### config.mk
export PLATFORM = sky130hd
export DESIGN_NAME = wide_alu_seq
export DESIGN_NICKNAME = d
export VERILOG_FILES = /design/src/rtl/alu_pkg.sv /design/src/rtl/wide_alu_seq.sv
export SDC_FILE = /design/constraint.sdc
export NUM_CORES = 1
export LEC_CHECK = 0
export BUFFER_PORTS_ARGS = -buffer_cell sky130_fd_sc_hd__buf_2
export CAP_MARGIN = 20
export CORE_MARGIN = 2
export CORE_UTILIZATION = 30
export DETAILED_ROUTE_END_ITERATION = 8
export PLACE_DENSITY = 0.58
export SLEW_MARGIN = 25
export SYNTH_ARGS = -nofsm -noshare
export SYNTH_HDL_FRONTEND = slang
export SYNTH_SLANG_ARGS = --single-unit
### constraint.sdc
create_clock -name clk -period 1.5 [get_ports clk]
set_input_delay 0.3 -clock clk [delete_from_list [all_inputs] [get_ports clk]]
set_output_delay 0.3 -clock clk [all_outputs]
set_load 0.01 [all_outputs]
### src/rtl/alu_pkg.sv
// Shared types for the 8-bit ALU and the wide sequencer that drives it.
// ALU function encodings, sequencer states and the ALU slice width.
package alu_pkg;

  localparam int ALU_W = 8;

  typedef enum logic [1:0] {
    ALU_ADD = 2'b00,
    ALU_SUB = 2'b01,
    ALU_AND = 2'b10,
    ALU_OR  = 2'b11
  } alu_fun_t;

  typedef enum logic [1:0] {
    IDLE = 2'b00,
    RUN  = 2'b01,
    DONE = 2'b10
  } seq_state_t;

  // Arithmetic ops chain carry between slices; logic ops pass cin straight through.
  function automatic logic is_arith(input alu_fun_t f);
    return (f == ALU_ADD) || (f == ALU_SUB);
  endfunction

endpackage

### src/rtl/wide_alu_seq.sv
// Wide-operand sequencer: walks an external 8-bit ALU over N_BYTES slices, LSB first,
// chaining carry and accumulating zero, then holds the wide result for a valid/ready consumer.
module wide_alu_seq
  import alu_pkg::*;
#(
  parameter int N_BYTES = 2
) (
  input  logic                       clk,
  input  logic                       rst,
  input  logic                       in_valid,
  output logic                       in_ready,
  input  logic [1:0]                 op,
  input  logic [ALU_W*N_BYTES-1:0]   a,
  input  logic [ALU_W*N_BYTES-1:0]   b,
  input  logic                       cin,
  output logic [1:0]                 alu_fun,
  output logic [ALU_W-1:0]           alu_a,
  output logic [ALU_W-1:0]           alu_b,
  output logic                       alu_cin,
  input  logic [ALU_W-1:0]           alu_out,
  input  logic                       alu_cout,
  input  logic                       alu_zero,
  input  logic                       alu_negetive,
  output logic                       res_valid,
  input  logic                       res_ready,
  output logic [ALU_W*N_BYTES-1:0]   res,
  output logic                       res_cout,
  output logic                       res_zero,
  output logic                       res_negative
);

  localparam int SW = (N_BYTES > 1) ? $clog2(N_BYTES) : 1;
  localparam logic [SW-1:0] LAST = SW'(N_BYTES - 1);

  seq_state_t state, nstate;
  logic [SW-1:0] slice;

  logic [N_BYTES-1:0][ALU_W-1:0] a_q, b_q, res_q;
  alu_fun_t op_q;
  logic     cin_q;
  logic     carry_q;
  logic     zacc_q;
  logic     cout_q, zero_q, neg_q;

  logic accept, last, first;

  assign accept = in_valid && in_ready;
  assign last   = (slice == LAST);
  assign first  = (slice == '0);

  // State register
  always_ff @(posedge clk) begin
    if (rst) state <= IDLE;
    else     state <= nstate;
  end

  // Next-state logic
  always_comb begin
    nstate = state;
    unique case (state)
      IDLE:    if (accept)    nstate = RUN;
      RUN:     if (last)      nstate = DONE;
      DONE:    if (res_ready) nstate = IDLE;
      default:                nstate = IDLE;
    endcase
  end

  // Handshake outputs and ALU drive, all decoded from registered state
  always_comb begin
    in_ready  = (state == IDLE);
    res_valid = (state == DONE);
    alu_fun   = ALU_ADD;
    alu_a     = '0;
    alu_b     = '0;
    alu_cin   = 1'b0;
    if (state == RUN) begin
      alu_a = a_q[slice];
      unique case (op_q)
        ALU_ADD: begin
          alu_b   = b_q[slice];
          alu_cin = first ? cin_q : carry_q;
        end
        // a - b as a + ~b + 1; the ALU's own subtract is never used so borrow chains cleanly
        ALU_SUB: begin
          alu_b   = ~b_q[slice];
          alu_cin = first ? 1'b1 : carry_q;
        end
        default: begin
          alu_fun = op_q;
          alu_b   = b_q[slice];
          alu_cin = cin_q;
        end
      endcase
    end
  end

  // Operand capture and per-slice result accumulation
  always_ff @(posedge clk) begin
    if (rst) begin
      slice   <= '0;
      op_q    <= ALU_ADD;
      a_q     <= '0;
      b_q     <= '0;
      cin_q   <= 1'b0;
      carry_q <= 1'b0;
      zacc_q  <= 1'b0;
      res_q   <= '0;
      cout_q  <= 1'b0;
      zero_q  <= 1'b0;
      neg_q   <= 1'b0;
    end else if (accept) begin
      op_q    <= alu_fun_t'(op);
      a_q     <= a;
      b_q     <= b;
      cin_q   <= cin;
      slice   <= '0;
      carry_q <= 1'b0;
      zacc_q  <= 1'b1;
    end else if (state == RUN) begin
      res_q[slice] <= alu_out;
      carry_q      <= alu_cout;
      zacc_q       <= zacc_q & alu_zero;
      if (last) begin
        cout_q <= alu_cout;
        neg_q  <= alu_negetive;
        zero_q <= zacc_q & alu_zero;
      end else begin
        slice <= slice + 1'b1;
      end
    end
  end

  assign res          = res_q;
  assign res_cout     = cout_q;
  assign res_zero     = zero_q;
  assign res_negative = neg_q;

  // Logic ops never consume the inter-slice carry; keep the helper visible to readers of op_q
  logic unused_arith;
  assign unused_arith = is_arith(op_q);

endmodule
Yosys cells after proc, flatten, opt, wreduce, memory -nomap -nowiden
Cells that the tools add are included.
{"block": "totals", "output_inout_bits": 40, "wordCells": 60, "reg_bits": 59}
{"block": "classes", "bitwise": 3, "magnitude_cmp": 2, "add_sub_neg": 1, "n_eq_ne": 6, "n_mux": 23, "n_reduce_logical": 10}
{"cell": "$mux 8", "count": 8}
{"cell": "$bwmux 16", "count": 1}
{"cell": "$mux 2", "count": 5}
{"cell": "$demux 8 s1", "count": 1}
{"cell": "$not 8->8", "count": 1}
{"cell": "$mux 1", "count": 6}
{"cell": "$pmux 2 s3", "count": 1}
{"cell": "$reduce_and 3->1", "count": 2}
{"cell": "$eq 2x1->1 const B", "count": 2}
{"cell": "$logic_not 2->1", "count": 2}
{"cell": "$ne 2x1->1 const B", "count": 2}
{"cell": "$reduce_or 2->1", "count": 2}
{"cell": "$eq 2x2->1 const B", "count": 1}
{"cell": "$logic_and 1x1->1", "count": 2}
{"cell": "$lt 1x2->1 const B", "count": 1}
{"cell": "$ne 2x2->1 const B", "count": 1}
{"cell": "$pmux 1 s2", "count": 1}
{"cell": "$reduce_and 2->1", "count": 1}
{"cell": "$reduce_bool 2->1", "count": 1}
{"cell": "$add 1x1->1 const B", "count": 1}
{"cell": "$and 1x1->1", "count": 1}
{"cell": "$ge 1x1->1 const B", "count": 1}
{"cell": "$not 1->1", "count": 1}

Depth between registers and ports, before layout
Gate-level depths: netlist (run 1).
{"block": "depth", "word_depth": 5, "depth_mapped": 5}

Worst setup path before layout (run 1)
No wires, ideal clock.
{"block": "synth_path", "kind": "register to output", "start": "register state[1]", "end": "output port alu_b[0]", "slack_ns": -0.023, "arrival_time_ns": 1.223, "required_ns": 1.200, "stages_incl_launch_ff": 5, "n_path_buf": 1, "path_cell_list": "dfxtp_1 > nand2b_1 > or3_1 > buf_2 > mux2i_1"}
{"block": "synth_via", "elab_chain_len": 2}
{"element": "from (decl)", "line": "wide_alu_seq.sv:35", "source": "seq_state_t state, nstate;"}
{"element": "from (signal assigned)", "line": "wide_alu_seq.sv:54", "source": "else state <= nstate;"}
{"element": "$eq 2x1->1", "line": "wide_alu_seq.sv:76", "source": "if (state == RUN) begin"}
{"element": "$mux 8", "line": "wide_alu_seq.sv:76"}
{"element": "to (decl)", "line": "wide_alu_seq.sv:18", "source": "output logic [ALU_W-1:0] alu_b,"}
Every way passes these cells.

Worst setup path after layout (run 1)
{"block": "layout_path", "start": "register state[1]", "end": "output port alu_b[2]"}
The elaborated chain is that of the path after synthesis.

==> results of run 1 <==
through the flow:
stage / instance area (µm²) / power, mW / setup TNS (ns) / instances
final: 3278 / 3.653 / -4.893 / 488
after global routing: 3278 / 3.863 / -6.698 / 488
after CTS: 3264 / 3.713 / -5.491 / 488
after detailed placement: 3038 / 2.266 / -0.1955 / 473
after global placement: 3038 / 2.257 / 0 / 473
after floorplan: 2405 / 2.050 / -0.1866 / 287
layout make-up:
cell class | instances | area (µm²)
clock inverters | 2 | 35.03
fillers | 814 | 4449
flip-flops and latches | 59 | 1187
inverters | 2 | 7.507
well taps | 102 | 127.6
multi-input cells | 204 | 1122
repair buffers | 106 | 639.4
clock buffers | 13 | 158.9
cells by family after synthesis:
logic type | share of synthesized area (%)
buf+inv | 5.931
flops | 49.12
mux | 10.41
compound gates | 14.00
simple gates | 20.55
report_power, final:
part / switching (mW) / internal, mW
clock: 0.560 / 0.847
sequential: 0.0532 / 1.66
combinational: 0.281 / 0.251
total: 0.895 / 2.76
cells in the final DEF (no fill, tap or decap), types with 2 or more instances in the layout:
cell type  Yosys  layout
nand2_1       91      91
buf_2          6      89
dfxtp_1       59      56
a21oi_1       48      48
mux2i_1       25      25
nor2_1        13      13
clkbuf_8       0      11
buf_4          4      11
a22o_1         8       8
buf_12         0       5
inv_1          2       2
nand2b_1       2       2
nor3_1         2       2
clkbuf_1       8       2
dfxtp_2        0       2
how the worst max path moves through the flow:
stage | from | end | slack (ns) | cells after the start
after CTS | state[1] | alu_a[3] | -0.33 | 5
after detailed placement | state[1] | alu_b[2] | -0.05 | 4
after floorplan | state[1] | alu_b[0] | -0.02 | 4
after global placement | state[1] | alu_b[4] | 0.004 | 4
final | state[1] | alu_b[2] | -0.31 | 4
after global routing | state[1] | alu_a[0] | -0.40 | 5
registers in the layout, summed over array words and instances (netlist names), 2 cells and up:
signal	count
b_q	16
op_q	2
a_q	16
state	2
res	16
Yosys cell counts (2+ instances only):
library cell,n
a22o_1,8
nand2_1,91
buf_6,4
nor3_1,2
inv_1,2
nand2b_1,2
clkbuf_1,8
buf_4,4
nor2b_1,2
dfxtp_1,59
a21oi_1,48
mux2i_1,25
nor2_1,13
buf_2,6
routing by layer:
layer	vias up	part of all wire (%)	wire, µm	GRT usage, %
li1	1143	-	-	-
met1	977	46	2822	17.89
met2	81	46	2817	23.92
met3	2	8.0	491	6.044
met4	0	0.20	12	2.899
met5	-	0	0	0
worst max-delay path: stages (launching register included):
cell	delay (ns)
dfxtp_1	0.31
nand2b_1	0.15
or3_4	0.39
mux2i_1	0.19
buf_2	0.16
==> PnR_summary.wiki, run 1 <==
{| class="wikitable"
! Metric !! Value
|-
| Number of gates given a new drive strength after cts || 9
|-
| Startpoint Class || flop
|-
| Count of endpoints failing hold in the final timing report || 0
|-
| Total Routing Usage GR || 14.52%
|-
| Drt pass-1 iters || 4
|-
| Maximum VDD drop || 0.6905 mV
|-
| Post-route worst setup slack || -0.3136 ns
|-
| P per Cell Area || 1114 mW/mm²
|-
| Setup repair after global routing missed its margin || yes
|-
| Post-CTS setup repair buffer count || 0
|-
| Total leakage power || 1.488 nW
|-
| Class of the worst hold path || in2reg
|-
| Number of nets in the final layout || 432
|-
| Warnings, synthesis || 0
|-
| Critical setup path kind || reg2out
|-
| Drt total wl || 6144 µm
|-
| Instance count along the most critical hold path || 3
|-
| Antenna Violating Nets Remaining || 0
|-
| Synthesized flop and latch total || 59
|-
| Hold slack final || 0.2142 ns
|-
| Capture endpoint of the worst hold path || op_q[1]
|-
| DRT iter0 DRCs || 75
|-
| Relative slew margins || 75.07%
|-
| Most instantiated flip-flop cell in the synthesis netlist || dfxtp_1
|-
| R2R Path End || op_q[0]
|-
| WP data required || 1.20 ns
|-
| Floorplan die height || 93.53 µm
|-
| Clk_lat worst skew || 0.32 ns
|-
| HP Start || op[1]
|-
| Area share of the largest cell type after synthesis || 49.12%
|-
| I/O pins || 90
|-
| Clock tree skew after final layout || 0.003280 ns
|-
| Hold_buf cts || 0
|-
| Antenna cell count || 0
|-
| Clock input transition at the sequential cells of the worst setup and hold paths || 0.06 ns
|-
| Slew at the pin closest to its max-slew limit || 0.3740 ns
|-
| Clock Tree Buf Depth || 2
|-
| Violations in the final reports || setup timing
|-
| Fraction of registers with async set/reset || 0%
|-
| Number of remaining DRC errors || 0
|-
| Remaining global-route overflow || 0
|-
| Synthesized area || 0.002405 mm²
|-
| Deepest level of the CTS H-tree || 3
|-
| Number of failing setup endpoints in the final timing report || 19
|-
| Leading cell types by total area after synthesis || dfxtp_1, nand2_1, mux2i_1
|-
| Vias per cell || 4.514
|-
| Clock root buffer master || clkbuf_8
|-
| Number of placement rows || 32
|-
| Routed WL per cell || 12.59 µm
|-
| Routed via count || 2203
|-
| Proportion of layout cells with a drive suffix above 1 || 33.68%
|-
| Area grow syn2layout || 36.32%
|-
| Die W || 93.53 µm
|-
| Number of distinct standard cells referenced by the synthesized netlist || 27
|-
| Initial core utilization || 31.12%
|-
| Period Utilization, post-route || 120.9%
|-
| Core area || 0.007727 mm²
|-
| Clock tree from TritonCTS || built
|-
| Status || finished with violations
|-
| Biggest area consumer among synthesized cells || dfxtp_1
|-
| Finished Core Util || 42.42%
|-
| Synthesized instance count || 287
|-
| Detailed Place HPWL || 4376 µm
|-
| Clock buffer count from CTS || 9
|-
| Maximum fanout along the worst path || 8
|-
| Worst R2R Path Depth || 5
|-
| Syn_area_per_cell || 8.379 µm²
|-
| Peak clock frequency supported by timing || 551.4 MHz
|-
| Flop2flop setup slack || 0.12 ns
|-
| Number of enable flip-flop cells after synthesis || 0
|-
| First-pass GRT wire length || 10050 µm
|-
| Critical R2R Launch || state[0]
|-
| Antenna violations before repair || 0
|-
| Worst setup EP type || output port
|-
| Die area || 0.008748 mm²
|-
| Final count of pins violating max slew || 0
|-
| Buffers on Ports || 89
|-
| Min Clock Period, post-route || 1.814 ns
|-
| Largest net degree at the start of global routing || 39
|-
| Total nets after synthesis || 337
|-
| Number of max-cap violations || 0
|-
| Critical Path AT || 1.51 ns
|-
| Final weighted congestion in routability-driven placement || 0.7813
|-
| Sequential fraction of the synthesis area || 49.12%
|-
| Via count of the first global-routing pass || 2223
|-
| Placement-stage worst setup slack || -0.04765 ns
|-
| Number of clock sinks || 59
|}
(Power assumes the default switching activity.)
==> inputs of run 2 (changes only) <==
Settings changed: CTS_BUF_LIST set to sky130_fd_sc_hd__clkbuf_4 sky130_fd_sc_hd__clkbuf_8 sky130_fd_sc_hd__clkbuf_16.
==> PnR_summary.wiki, run 2 (synthesized netlist as in run 1, its figures left out) <==
{| class="wikitable"
! Metric !! Value
|-
| Number of clock sinks || 59
|-
| First-pass GRT wire length || 10050 µm
|-
| Overall power of the completed layout || 3.689 mW
|-
| I/O pins || 90
|-
| Cell class contributing the biggest share of worst-path delay || simple AND/OR/NAND/NOR gates
|-
| Routed WL per cell || 12.59 µm
|-
| Violations in the final reports || setup timing
|-
| Drt total wl || 6143 µm
|-
| Logic gate share of total power || 14.4%
|-
| Most frequent standard cell in the layout excluding fill and tap cells || nand2_1
|-
| Critical Path AT || 1.51 ns
|-
| Core area || 0.007727 mm²
|-
| Maximum fanout along the worst path || 8
|-
| Final count of pins violating max slew || 0
|-
| Critical path's slowest cell || or3_4
|-
| P per Cell Area || 1123 mW/mm²
|-
| Peak clock frequency supported by timing || 551.4 MHz
|-
| Die W || 93.53 µm
|-
| Number of max-cap violations || 0
|-
| Detailed Place HPWL || 4376 µm
|-
| Critical setup path kind || reg2out
|-
| Clock root buffer master || clkbuf_8
|-
| Buffers on Ports || 89
|-
| Relative slew margins || 75.07%
|-
| Antenna violations before repair || 0
|-
| Floorplan die height || 93.53 µm
|-
| Vias per cell || 4.512
|-
| WP data required || 1.20 ns
|-
| Finished Layout Cells || 488
|-
| Peak per-stage delay on the critical path || 0.39 ns
|-
| Via count of the first global-routing pass || 2223
|-
| Antenna cell count || 0
|-
| Highest-count cells in the layout ignoring fill and taps || nand2_1, buf_2, dfxtp_1
|-
| Clock buffer count from CTS || 9
|-
| Number of placed instances, taps included || 473
|-
| Number of placement rows || 32
|-
| Switching part of the total power || 24.26%
|-
| WP buf/inv || 1
|-
| Drt pass-1 iters || 4
|-
| Maximum VDD drop || 0.6905 mV
|-
| Cell internal pwr || 2.794 mW
|-
| Net switching component of the power || 0.8947 mW
|-
| DRT iter0 DRCs || 75
|-
| Remaining global-route overflow || 0
|-
| Routed via count || 2202
|-
| Setup repair after global routing missed its margin || yes
|-
| Clock tree from TritonCTS || built
|-
| Deepest level of the CTS H-tree || 3
|-
| Area grow syn2layout || 36.63%
|-
| Proportion of layout cells with a drive suffix above 1 || 34.20%
|-
| Hold slack final || 0.2142 ns
|-
| Clk_lat worst skew || 0.32 ns
|-
| Total leakage power || 1.495 nW
|-
| Die area || 0.008748 mm²
|-
| Proportion of power drawn by flip-flops and latches || 46.4%
|-
| Initial core utilization || 31.12%
|-
| Cell chain of the critical path || nand2b_1, or3_4, mux2i_1, buf_2
|-
| Status || finished with violations
|-
| Filler Cells Inserted || 811
|-
| Min Clock Period, post-route || 1.814 ns
|-
| Total Routing Usage GR || 14.52%
|-
| Number of failing setup endpoints in the final timing report || 19
|-
| Clock tree skew after final layout || 0.003358 ns
|-
| Class of the worst hold path || in2reg
|-
| Number of nets in the final layout || 432
|-
| Final weighted congestion in routability-driven placement || 0.7813
|-
| Startpoint Class || flop
|-
| Clock network fraction of total power || 39.1%
|-
| Hold_buf cts || 0
|-
| Period Utilization, post-route || 120.9%
|-
| Largest net degree at the start of global routing || 39
|-
| Post-route worst setup slack || -0.3135 ns
|-
| Worst setup EP type || output port
|-
| Clock input transition at the sequential cells of the worst setup and hold paths || 0.06 ns
|-
| Count of endpoints failing hold in the final timing report || 0
|-
| Number of remaining DRC errors || 0
|-
| Slew at the pin closest to its max-slew limit || 0.3739 ns
|-
| Antenna Violating Nets Remaining || 0
|-
| Clock Tree Buf Depth || 2
|-
| Post-CTS setup repair buffer count || 0
|}
[run 2: cell counts in the layout (fill, tap and decap cells not counted)]
No cell type changed its count.
[run 2: power groups by stage]
stage / clock, mW / combinational, mW / sequential [mW]
floorplan: 0 / 0.308 / 1.74
global placement: 0 / 0.516 / 1.74
detailed placement: 0 / 0.522 / 1.74
CTS: 1.51 / 0.534 / 1.71
global route: 1.58 / 0.594 / 1.72
finish: 1.44 / 0.533 / 1.71
[run 2: worst reg2reg max path, delay by kind of cell (launching register included)]
| family | cells | cell delay [ns] |
|---|---|---|
| simple gates | 2 | 0.49 |
| buf+inv | 2 | 0.37 |
| flops | 1 | 0.33 |
| compound gates | 1 | 0.07 |
[run 2: cell type report]
type | count | area, µm² | share of cell area (%)
Tap cell | 102 | 127.6 | 3.884
Clock buffer | 13 | 166.4 | 5.065
Clock inverter | 2 | 35.03 | 1.066
Multi-Input combinational cell | 204 | 1122 | 34.16
Timing Repair Buffer | 106 | 639.4 | 19.46
Inverter | 2 | 7.507 | 0.2285
Sequential cell | 59 | 1187 | 36.14
[run 2: path summary, 6_finish.rpt]
| kind | startpoint | slack (ns) | cells after the start | end |
|---|---|---|---|---|
| max | state[1] | -0.31 | 4 | alu_b[2] |
| min | op[1] | 0.21 | 3 | op_q[1] |
| max reg2reg | state[0] | 0.12 | 5 | op_q[0] |
| min reg2reg | res[10] | 0.45 | 2 | res[10] |
[run 2: metrics by stage]
step | area, µm² | setup TNS [ns] | setup slack (ns) | util [%]
global placement | 3038 | 0 | 0.004198 | 39.31
detailed placement | 3038 | -0.1955 | -0.04765 | 39.31
finish | 3286 | -4.892 | -0.3135 | 42.52
CTS | 3272 | -5.493 | -0.3314 | 42.34
floorplan | 2405 | -0.1866 | -0.02332 | -
global route | 3286 | -6.696 | -0.3949 | 42.52
[run 2: metal layers]
layer | share of wire, % | vias up | GRT usage (%)
li1 | - | 1143 | -
met1 | 46 | 976 | 17.89
met2 | 46 | 81 | 23.92
met3 | 8.0 | 2 | 6.044
met4 | 0.20 | 0 | 2.899
met5 | 0 | - | 0
[run 2: repair_timing]
action / CTS / global route
gates cloned: 0 / 0
resized for setup: 9 / 3
setup endpoints to repair: 19 / 20
==> inputs of run 3 (changes only) <==
==> constraint.sdc (replaced) <==
create_clock -name clk -period 1.5 [get_ports clk]
set_input_delay 0.3 -clock clk [delete_from_list [all_inputs] [get_ports clk]]
set_output_delay 0.3 -clock clk [all_outputs]
set_load 0.05 [all_outputs]
==> PnR_summary.wiki, run 3 (synthesized netlist as in run 1, its figures left out) <==
{| class="wikitable"
! Metric !! Value
|-
| Highest-count cells in the layout ignoring fill and taps || nand2_1, buf_2, dfxtp_1
|-
| Logic gate share of total power || 20.9%
|-
| Vias per cell || 4.533
|-
| Count of endpoints failing hold in the final timing report || 0
|-
| Drt pass-1 iters || 4
|-
| Period Utilization, post-route || 128.3%
|-
| Min Clock Period, post-route || 1.924 ns
|-
| Peak clock frequency supported by timing || 519.6 MHz
|-
| Routed WL per cell || 12.93 µm
|-
| Setup repair after global routing missed its margin || yes
|-
| Antenna violations before repair || 0
|-
| Relative slew margins || 83.05%
|-
| Post-route worst setup slack || -0.4244 ns
|-
| Die W || 93.53 µm
|-
| DRT iter0 DRCs || 64
|-
| Startpoint Class || flop
|-
| Status || finished with violations
|-
| Cell internal pwr || 3.110 mW
|-
| Total Routing Usage GR || 15.93%
|-
| WP data required || 1.20 ns
|-
| Die area || 0.008748 mm²
|-
| Switching part of the total power || 27.34%
|-
| Critical R2R Launch || state[1]
|-
| Maximum fanout along the worst path || 8
|-
| Violations in the final reports || setup timing
|-
| Deepest level of the CTS H-tree || 3
|-
| Total leakage power || 1.686 nW
|-
| P per Cell Area || 1076 mW/mm²
|-
| WP buf/inv || 2
|-
| Depth of the critical timing path with buffers and inverters included || 5
|-
| Antenna Violating Nets Remaining || 0
|-
| Remaining global-route overflow || 0
|-
| Cell class contributing the biggest share of worst-path delay || simple AND/OR/NAND/NOR gates
|-
| Clock tree skew after final layout || 0.008582 ns
|-
| Core area || 0.007727 mm²
|-
| Total Neg Setup Slack || -6.968 ns
|-
| First-pass GRT wire length || 10960 µm
|-
| Slew at the pin closest to its max-slew limit || 0.2493 ns
|-
| Clock Tree Buf Depth || 2
|-
| Critical Path AT || 1.62 ns
|-
| Critical path's slowest cell || or3_4
|-
| Drt total wl || 6528 µm
|-
| Class of the worst hold path || in2reg
|-
| Area grow syn2layout || 65.50%
|-
| Number of max-cap violations || 0
|-
| Number of remaining DRC errors || 0
|-
| Final weighted congestion in routability-driven placement || 0.6731
|-
| End point of the critical path || alu_b[7]
|-
| Most frequent standard cell in the layout excluding fill and tap cells || nand2_1
|-
| Initial core utilization || 31.12%
|-
| Buffers on Ports || 89
|-
| Worst setup EP type || output port
|-
| Proportion of layout cells with a drive suffix above 1 || 44.42%
|-
| Flop2flop setup slack || 0.09 ns
|-
| Hold slack final || 0.1979 ns
|-
| Detailed Place HPWL || 4551 µm
|-
| Clock network fraction of total power || 38.9%
|-
| Cell chain of the critical path || nand2b_4, or3_4, buf_12, mux2i_4, buf_6
|-
| Peak per-stage delay on the critical path || 0.34 ns
|-
| I/O pins || 90
|-
| Floorplan die height || 93.53 µm
|-
| Routed via count || 2289
|-
| Clock tree from TritonCTS || built
|-
| R2R Path End || b_q[10]
|-
| Maximum VDD drop || 0.5947 mV
|-
| Clock root buffer master || clkbuf_8
|-
| Clock buffer count from CTS || 9
|-
| Via count of the first global-routing pass || 2353
|-
| Number of nets in the final layout || 448
|-
| Worst R2R Path Depth || 6
|-
| Critical setup path kind || reg2out
|-
| Final count of pins violating max slew || 0
|-
| Hold_buf cts || 0
|-
| Number of placement rows || 32
|-
| Setup crit start || state[1]
|-
| Clock input transition at the sequential cells of the worst setup and hold paths || 0.07 ns
|-
| Number of clock sinks || 59
|-
| Number of failing setup endpoints in the final timing report || 20
|-
| Largest net degree at the start of global routing || 37
|-
| Antenna cell count || 0
|-
| Net switching component of the power || 1.170 mW
|-
| Proportion of power drawn by flip-flops and latches || 40.3%
|-
| Clk_lat worst skew || 0.33 ns
|}
[run 3: changes by cell type in the layout (fill, tap and decap cells not counted), moves of 2 or more]
cell,before,now
buf_2,89,68
buf_6,1,17
mux2i_1,25,10
mux2i_4,0,13
buf_8,0,12
a22o_1,8,0
a22o_4,0,8
buf_4,11,16
buf_12,5,9
mux2i_2,0,2
nor2b_4,0,2
[run 3: area by class of cell]
| class | instances | area [µm²] |
|---|---|---|
| fillers | 766 | 3747 |
| multi-input cells | 204 | 1410 |
| flip-flops and latches | 59 | 1191 |
| repair buffers | 122 | 1012 |
| clock buffers | 12 | 158.9 |
| well taps | 102 | 127.6 |
| clock inverters | 4 | 72.57 |
| inverters | 2 | 7.507 |
[run 3: metrics by stage]
stage / area (µm²) / utilization [%] / setup WS, ns / cells / total power, mW
after floorplan: 2639 / - / -0.1397 / 287 / 2.288
after global routing: 3980 / 51.51 / -0.4937 / 505 / 4.495
after detailed placement: 3363 / 43.52 / -0.2446 / 483 / 2.543
after global placement: 3363 / 43.52 / -0.2091 / 483 / 2.534
after CTS: 3928 / 50.83 / -0.4299 / 504 / 4.316
final: 3980 / 51.51 / -0.4244 / 505 / 4.281
[run 3: how the worst min path moves through the flow]
| stage | from | endpoint | slack [ns] | cells after the start |
|---|---|---|---|---|
| CTS | a[9] | a_q[9] | 0.18 | 3 |
| global placement | res[10] | res[10] | 0.44 | 2 |
| detailed placement | res_negative | res_negative | 0.45 | 2 |
| finish | a[9] | a_q[9] | 0.20 | 3 |
| global route | a[1] | a_q[1] | 0.18 | 3 |
| floorplan | b_q[7] | b_q[7] | 0.44 | 2 |
[run 3: worst reg2reg max path: stages, from the launching register on]
cell and delay, ns:
dfxtp_2 0.32, buf_6 0.13, buf_6 0.13, or3b_4 0.39, buf_12 0.18, nand2_1 0.09
a21oi_1 0.06
[run 3: power groups by stage]
stage,clock (mW),sequential (mW),combinational (mW)
final,1.66,1.72,0.893
after global routing,1.80,1.74,0.964
after CTS,1.71,1.72,0.885
after detailed placement,0,1.76,0.783
after global placement,0,1.76,0.778
after floorplan,0,1.82,0.472
[run 3: what timing repair did]
item | in CTS | in global routing
setup buffers | 5 | 4
pin swaps | 10 | 2
setup endpoints to repair | 21 | 29
gates resized for setup | 75 | 15
[run 3: layer usage]
metal / GRT usage (%) / routed length, µm / vias to the layer above
li1: - / - / 1174
met1: 19.64 / 2849 / 1044
met2: 25.66 / 3093 / 63
met3: 6.285 / 493 / 8
met4: 4.831 / 91 / 0
met5: 0 / 0 / -
